`src/rtl/dmem_arbiter_pkg.sv`:
```
// Shared types and defaults for the data-memory arbiter.
// The optional round-robin tie-break is selected by defining DMEM_ARB_RR_EN.
package dmem_arbiter_pkg;

    // Arbiter FSM encodings
    typedef enum logic [1:0] {
        ARB_IDLE  = 2'd0,
        ARB_LOCK0 = 2'd1,
        ARB_LOCK1 = 2'd2
    } arb_state_t;

    // Default number of cycles m1 may wait before it is given priority
    localparam int ARB_MAX_WAIT = 8;

    // Default address / data widths of the data memory
    localparam int ARB_ISIZE = 16;
    localparam int ARB_DSIZE = 16;

endpackage

```
`src/rtl/dmem_arb_pick.sv`:
```
// Combinational grant selection for the two-master data-memory arbiter.
// In IDLE the tie goes to m0 unless prio1 is set; a lock state restricts
// the grant to its owner.
import dmem_arbiter_pkg::*;

module dmem_arb_pick (
    input  logic       req0,
    input  logic       req1,
    input  arb_state_t state,
    input  logic       prio1,
    output logic       gnt0,
    output logic       gnt1
);

    // Pick at most one master according to the current lock state
    always_comb begin
        gnt0 = 1'b0;
        gnt1 = 1'b0;
        case (state)
            ARB_LOCK0: gnt0 = req0;
            ARB_LOCK1: gnt1 = req1;
            default: begin
                if (req0 && req1) begin
                    gnt0 = ~prio1;
                    gnt1 = prio1;
                end else begin
                    gnt0 = req0;
                    gnt1 = req1;
                end
            end
        endcase
    end

endmodule

```
`src/rtl/dmem_arbiter.sv`:
```
// Two-master arbiter in front of the single-port data memory.
// Master 0 is the CPU load/store port, master 1 the DMA/debug port.
// Grants are combinational in the request cycle; read data comes back one
// cycle later, steered to the master that issued the read.
// Build option DMEM_ARB_RR_EN: round-robin tie-break instead of fixed
// priority with the m1 starvation counter.
import dmem_arbiter_pkg::*;

module dmem_arbiter #(
    parameter int AW       = ARB_ISIZE,
    parameter int DW       = ARB_DSIZE,
    parameter int MAX_WAIT = ARB_MAX_WAIT
) (
    input  logic          clk,
    input  logic          rst,
    input  logic          m0_req,
    input  logic          m0_we,
    input  logic          m0_lock,
    input  logic [AW-1:0] m0_addr,
    input  logic [DW-1:0] m0_wdata,
    output logic          m0_gnt,
    output logic          m0_rvalid,
    output logic [DW-1:0] m0_rdata,
    input  logic          m1_req,
    input  logic          m1_we,
    input  logic          m1_lock,
    input  logic [AW-1:0] m1_addr,
    input  logic [DW-1:0] m1_wdata,
    output logic          m1_gnt,
    output logic          m1_rvalid,
    output logic [DW-1:0] m1_rdata,
    output logic          mem_wen,
    output logic          mem_ren,
    output logic [AW-1:0] mem_addr,
    output logic [DW-1:0] mem_wdata,
    input  logic [DW-1:0] mem_rdata
);

    arb_state_t state_reg;
    logic       rd_pend_reg;
    logic       rd_id_reg;
    logic       prio1;
    logic       pick_gnt0;
    logic       pick_gnt1;
    logic [1:0] gnt;
    logic [1:0] rvalid;

    dmem_arb_pick u_pick (
        .req0  (m0_req),
        .req1  (m1_req),
        .state (state_reg),
        .prio1 (prio1),
        .gnt0  (pick_gnt0),
        .gnt1  (pick_gnt1)
    );

    // No access may be issued while reset is held
    assign m0_gnt = pick_gnt0 & ~rst;
    assign m1_gnt = pick_gnt1 & ~rst;
    assign gnt    = {m1_gnt, m0_gnt};

    // Memory side: granted master drives the bus, m0 address when idle
    assign mem_addr  = m1_gnt ? m1_addr  : m0_addr;
    assign mem_wdata = m1_gnt ? m1_wdata : m0_wdata;
    assign mem_wen   = (m0_gnt & m0_we) | (m1_gnt & m1_we);
    assign mem_ren   = (m0_gnt & ~m0_we) | (m1_gnt & ~m1_we);

    // Read data is broadcast; rvalid tells each master whether it is theirs
    assign m0_rdata  = mem_rdata;
    assign m1_rdata  = mem_rdata;
    assign m0_rvalid = rvalid[0];
    assign m1_rvalid = rvalid[1];

    generate
        for (genvar gi = 0; gi < 2; gi++) begin : g_rvalid
            assign rvalid[gi] = rd_pend_reg & (rd_id_reg == 1'(gi)) & ~rst;
        end
    endgenerate

    // Track the read issued this cycle so its data can be tagged next cycle
    always_ff @(posedge clk) begin
        if (rst) begin
            rd_pend_reg <= 1'b0;
            rd_id_reg   <= 1'b0;
        end else begin
            rd_pend_reg <= mem_ren;
            if (mem_ren) begin
                rd_id_reg <= gnt[1];
            end
        end
    end

    // Lock FSM: a locked grant keeps ownership until the owner's unlocked grant
    always_ff @(posedge clk) begin
        if (rst) begin
            state_reg <= ARB_IDLE;
        end else begin
            case (state_reg)
                ARB_IDLE: begin
                    if (m0_gnt && m0_lock) begin
                        state_reg <= ARB_LOCK0;
                    end else if (m1_gnt && m1_lock) begin
                        state_reg <= ARB_LOCK1;
                    end
                end
                ARB_LOCK0: begin
                    if (m0_gnt && !m0_lock) begin
                        state_reg <= ARB_IDLE;
                    end
                end
                ARB_LOCK1: begin
                    if (m1_gnt && !m1_lock) begin
                        state_reg <= ARB_IDLE;
                    end
                end
                default: state_reg <= ARB_IDLE;
            endcase
        end
    end

`ifdef DMEM_ARB_RR_EN
    // Remembers which master was granted last; starts at m1 so m0 wins first
    logic last_gnt_reg;

    assign prio1 = ~last_gnt_reg;

    // Update the round-robin pointer on every issued access
    always_ff @(posedge clk) begin
        if (rst) begin
            last_gnt_reg <= 1'b1;
        end else if (m0_gnt || m1_gnt) begin
            last_gnt_reg <= m1_gnt;
        end
    end
`else
    // Cycles m1 has been kept waiting; saturates at MAX_WAIT
    logic [7:0] wait_cnt_reg;
    logic [7:0] wait_cnt_next;

    assign prio1 = (wait_cnt_reg == 8'(MAX_WAIT));

    // Next value of the starvation counter
    always_comb begin
        wait_cnt_next = wait_cnt_reg;
        if (!m1_req || m1_gnt) begin
            wait_cnt_next = 8'd0;
        end else if (wait_cnt_reg != 8'(MAX_WAIT)) begin
            wait_cnt_next = wait_cnt_reg + 8'd1;
        end
    end

    // Starvation counter register; keeps counting while a lock is held
    always_ff @(posedge clk) begin
        if (rst) begin
            wait_cnt_reg <= 8'd0;
        end else begin
            wait_cnt_reg <= wait_cnt_next;
        end
    end
`endif

endmodule

```
`config.mk`:
```
export PLATFORM = sky130hd
export DESIGN_NAME = dmem_arbiter
export DESIGN_NICKNAME = d
export VERILOG_FILES = /design/src/rtl/dmem_arbiter_pkg.sv /design/src/rtl/dmem_arb_pick.sv /design/src/rtl/dmem_arbiter.sv
export SDC_FILE = /design/constraint.sdc
export NUM_CORES = 1
export LEC_CHECK = 0
export ABC_AREA = 1
export CORE_MARGIN = 5
export CORE_UTILIZATION = 31
export CTS_BUF_LIST = sky130_fd_sc_hd__clkbuf_8
export DETAILED_ROUTE_END_ITERATION = 6
export HOLD_SLACK_MARGIN = 0.02
export PLACE_DENSITY = 0.95
export SLEW_MARGIN = 40
export SYNTH_ARGS = -nofsm -noshare
export SYNTH_HDL_FRONTEND = slang
export SYNTH_SLANG_ARGS = --single-unit
```
`constraint.sdc`:
```
create_clock -name clk -period 4.4 [get_ports clk]
set_input_delay 0.88 -clock clk [delete_from_list [all_inputs] [get_ports clk]]
set_output_delay 0.88 -clock clk [all_outputs]
set_load 0.005 [all_outputs]
```
; ---- After elaboration in Yosys (flattened, before gate mapping)
; Index checks and enable logic that the tools add are counted.
[word_totals]
in_bits = 88
register_bits = 12
[classes]
eq_ne = 7
n_mux = 11
n_reduce_logical = 12
n_bitwise = 17
n_addsub = 1
[op_table]
columns = op, count
row1 = 16-bit two-way mux, 2
row2 = 1-bit AND, 10
row3 = 8-bit by 1-bit adder with 8-bit output (second input constant), 1
row4 = 8-bit by 4-bit == test with 1-bit output (second input constant), 1
row5 = 2-bit two-way mux, 4
row6 = 8-bit by 4-bit inequality test with 1-bit output (second input constant), 1
row7 = 2-bit one-hot mux with 3 select lines, 1
row8 = 1-bit logical AND, 5
row9 = 1-bit NOT, 5
row10 = 2-bit inequality test (second input constant), 2
row11 = 1-bit one-hot mux with 2 select lines, 2
row12 = 1-bit zero test, 3
row13 = 3-bit inequality test (second input constant), 1
row14 = 3-bit AND reduction, 1
row15 = 2-bit by 1-bit == test with 1-bit output (second input constant), 1
row16 = 2-bit == test (second input constant), 1
row17 = 2-bit zero test, 1
row18 = 1-bit two-way mux, 2
row19 = 1-bit OR, 2
row20 = 2-bit OR reduction, 1
row21 = 1-bit logical OR, 1

; ---- Logic depth before layout (Yosys ltp)
[depth]
depth_word = 8
depth_mapped = 11

; ---- Cells and area by module
; A second synthesis with hierarchy kept.
[unflattened]
cells_unflattened = 249
hier_area_um2 = 1378.8
[modules_own_cells]
columns = mod, n_inst, cells_each, area_each_um2, seq_area_each_um2
row1 = dmem_arbiter, 1, 235, 1306.3, 240.2
row2 = dmem_arb_pick, 1, 14, 72.6, 0.0

; ---- Worst setup path before layout
; OpenSTA, ideal clock, no wires.
[synth_timing]
kind = input to output
start = input rst
end = output mem_wdata[10]
t_required_ns = 3.520
t_arrival_ns = 1.676
cell_stages = 8
setup_slack_ns = 1.844
path_cell_list = inv_2 nand2_1 a21oi_4 nand2_8 inv_8 buf_6 nand2_1 nand2_1
[synth_via]
elab_chain_cells = 3
[synth_rtl]
columns = element, line
row1 = "start, declared", dmem_arbiter.sv:15  ; input logic rst,
row2 = 1-bit NOT, dmem_arbiter.sv:59  ; assign m1_gnt = pick_gnt1 & ~rst;
row3 = 1-bit AND, dmem_arbiter.sv:59
row4 = via m1_gnt, dmem_arbiter.sv:29  ; output logic m1_gnt,
row5 = 16-bit two-way mux, dmem_arbiter.sv:64  ; assign mem_wdata = m1_gnt ? m1_wdata : m0_wdata;
row6 = "end, declared", dmem_arbiter.sv:35  ; output logic [DW-1:0] mem_wdata,
; The timed path passes the listed nets, and every way through them passes these cells.

; ---- Worst setup path in the final report
[layout_timing]
start = input rst
end = output mem_wen
[layout_via]
elab_chain_cells = 4
elab_cells_between_ends = 6
cone_classes = bitwise: 6
[layout_rtl]
columns = element, line
row1 = 1-bit NOT *, "dmem_arbiter.sv:58, dmem_arbiter.sv:59"
row2 = 1-bit AND (on tied branches), "dmem_arbiter.sv:58, dmem_arbiter.sv:59"
row3 = 1-bit AND, dmem_arbiter.sv:65  ; assign mem_wen = (m0_gnt & m0_we) | (m1_gnt & m1_we);
row4 = 1-bit OR *, dmem_arbiter.sv:65
row5 = "end, declared", dmem_arbiter.sv:32  ; output logic mem_wen,
; Every way passes the cells marked *; elsewhere a longest branch is shown, timed or not.

==> run_results.csv <==
group,metric,value,unit
status,status,"completed",
synthesis,synth-seq-cells,12,
grt,grt_pass1_wl,7.82,mm
synthesis,syn-num-nets,332,
cts,ctsResizeCount,0,
place,hpwl,3.96,mm
critical_path,critPathArrivalTime,2970,ps
timing,layout_setup_ws,555,ps
synthesis,ys.flop_type,"dfxtp_1",
die,io-pin-count,158,
detailed_routing,wl_per_cell,13.2,um
timing,rsz0062_at_grt,"no",
grt,first_global_vias,1748,
cts,path_clk_slew,60,ps
detailed_routing,antenna_left,0,
cts,cts_sinks,12,
critical_path,critPathKind,"primary input to output port",
cts,root_buffer,"clkbuf_8",
critical_path,critPathBufInv,4,
synthesis,ys_types,29,
timing,tightest_slew,576,ps
synthesis,yosysWarnings,0,
critical_path,crit_family,"buffers and inverters",
timing,slew_violations,0,
cts,cts_buffer_depth,2,
die,die_x,78.0,um
synthesis,synth.avg_cell_area,5.99,um^2
layout,final_cell_area,2350,um^2
detailed_routing,drc_errors,0,
timing,skew,3.62,ps
synthesis,synth_common_cells,"nand2_1, buf_4, inv_1",
cts,tritoncts,"built",
synthesis,synth_area_leaders,"nand2_1, buf_4, dfxtp_1",
synthesis,synthMostInstantiatedCell,"nand2_1",
pwr,p_per_area,254,nW/um^2
critical_path,critPathSlowestCell,"clkdlybuf4s50_1",
layout,drive_above_1_share,6.69,%
detailed_routing,drt_iter0_markers,70,
detailed_routing,firstDrtPassIters,4,
timing,slew_headroom,61.2,%
timing,hold_violations,0,
synthesis,synthesis.area,1430,um^2
grt,grt_max_degree,37,
layout,finalNetCount,408,
critical_path,worst-r2r-cell-count,9,
timing,finalCritPeriodShare,87.4,%
layout,areaGrowthSynthToFinish,64.2,%
synthesis,yosysTopAreaCell,"nand2_1",
place,gp_congestion,0.932,
cts,htree_num_levels,1,
critical_path,worstSetupEndpointType,"output port",
place,place.port_buffers,109,
critical_path,path_max_fanout,36,
detailed_routing,viasPerCell,4.46,
worst_hold_path,whs_path_depth,2,
pwr,ir_worst_vdd,0.000128,V
critical_path,cp_slowest_stage_delay,530,ps
layout,diodes,0,
cts,post-cts-setup-buffer-count,0,
synthesis,synth_edf_count,0,
timing,fmax,260,MHz
die,core_area,4410,um^2
grt,gr-total-overflow,0,
critical_path,crit_chain,"clkdlybuf4s50_1 -> inv_2 -> nand2_1 -> a21oi_4 -> nand2_8 -> inv_8 -> nand2_1 -> o21ai_0 -> clkdlybuf4s50_1",
timing,finalSetupTns,0,ps
detailed_routing,vias,1632,
timing,period_needed,3850,ps
worst_hold_path,hold_path_class,"register to register",
timing,setup_violations,0,
synthesis,synth_async_sr_flop_share,0,%
layout,largest_reg_flops,8,
grt,grt_use_total,15.7,%
place,placed_cell_area,2300,um^2
critical_path,start_kind,"primary input",
grt,antenna_found_initial,0,
critical_path,cp.depth,9,
cts,numCtsBuffers,3,
detailed_routing,routed_wl,4.84,mm
place,place_ws,574,ps
synthesis,synth.top_cell.area_share,29.9,%
pwr,p_leak,1.04,nW
synthesis,yosysSeqAreaShare,16.8,%
die,die_h,78.0,um
die,num_rows,24,
critical_path,required,3520,ps
cts,clkLatencyLatePin,240,ps
die,dieArea,6080,um^2
die,start_util,32.4,%
cts,hold_buffers,0,
synthesis,synthCells,239,
job,max-cap-violations,0,
layout by cell type, fill, tap and decap left out:
cell             count
nor3_2               1
nor3_1               3
dfxtp_1             12
a21oi_2              1
inv_8                1
nand2_8              1
nor2_4               1
nand2_1            114
nor2_1               9
nand2_4              1
clkbuf_8             4
nand3_1              9
xor2_1               4
inv_2                4
nor4_1               1
nand3b_1             1
nand2_2              3
nand4_1              2
a21oi_1              5
xnor2_1              1
clkdlybuf4s50_1    109
o21ai_2              1
inv_1               15
nor2_2               1
o21ai_0              3
a21oi_4              1
ha_1                 5
nand3b_2             1
worst reg2reg max path, stage by stage (launching register included):
cell     delay, ps
dfxtp_1        360
inv_1           70
ha_1           360
nor2_1         270
nand2_4        120
nand2_8        210
inv_8          140
nor2_4         100
inv_2           80
a21oi_1        130
cell type report:
cell class,instances,area (um^2)
clock buffers,4,55.1
fillers,386,2060
repair buffers,109,1090
inverters,20,82.6
multi-input cells,169,817
well taps,52,65.1
flip-flops and latches,12,240
metal layers:
metal	vias to the layer above	wire, um	global-route usage, %
met5	-	0	0
met4	0	98	6.08
met3	14	502	5.09
met2	74	2450	28.6
met1	697	1790	16.7
li1	847	-	-
final timing paths:
kind | end | slack (ps) | startpoint
max | mem_wen | 550 | rst
min reg2reg | rd_id_reg | 500 | rd_id_reg
max reg2reg | wait_cnt_reg[0] | 2480 | state_reg[0]
min | rd_id_reg | 500 | rd_id_reg
logic make-up after synthesis:
family,synth area share [%]
compound gates,5.16
flops,16.8
buf+inv,26.1
xor+xnor,3.06
simple gates,44.5
fa+ha+maj,4.37
where the power goes:
part	switching (mW)	leakage [nW]	internal [mW]	total, mW
Combinational	0.153	0.915	0.198	0.351
Sequential	0.00602	0.0975	0.117	0.124
Clock	0.0427	0.0288	0.0792	0.122
through the flow:
step                      power (mW)  hold WS [ps]  instances  utilization [%]
after floorplan                0.311           451        239                -
after global placement         0.471           476        362             52.0
after detailed placement       0.478           484        362             52.0
after CTS                      0.603           497        366             53.3
after global routing           0.642           515        366             53.3
final                          0.597           498        366             53.3
Note: power is estimated with default switching activity, not from simulation.
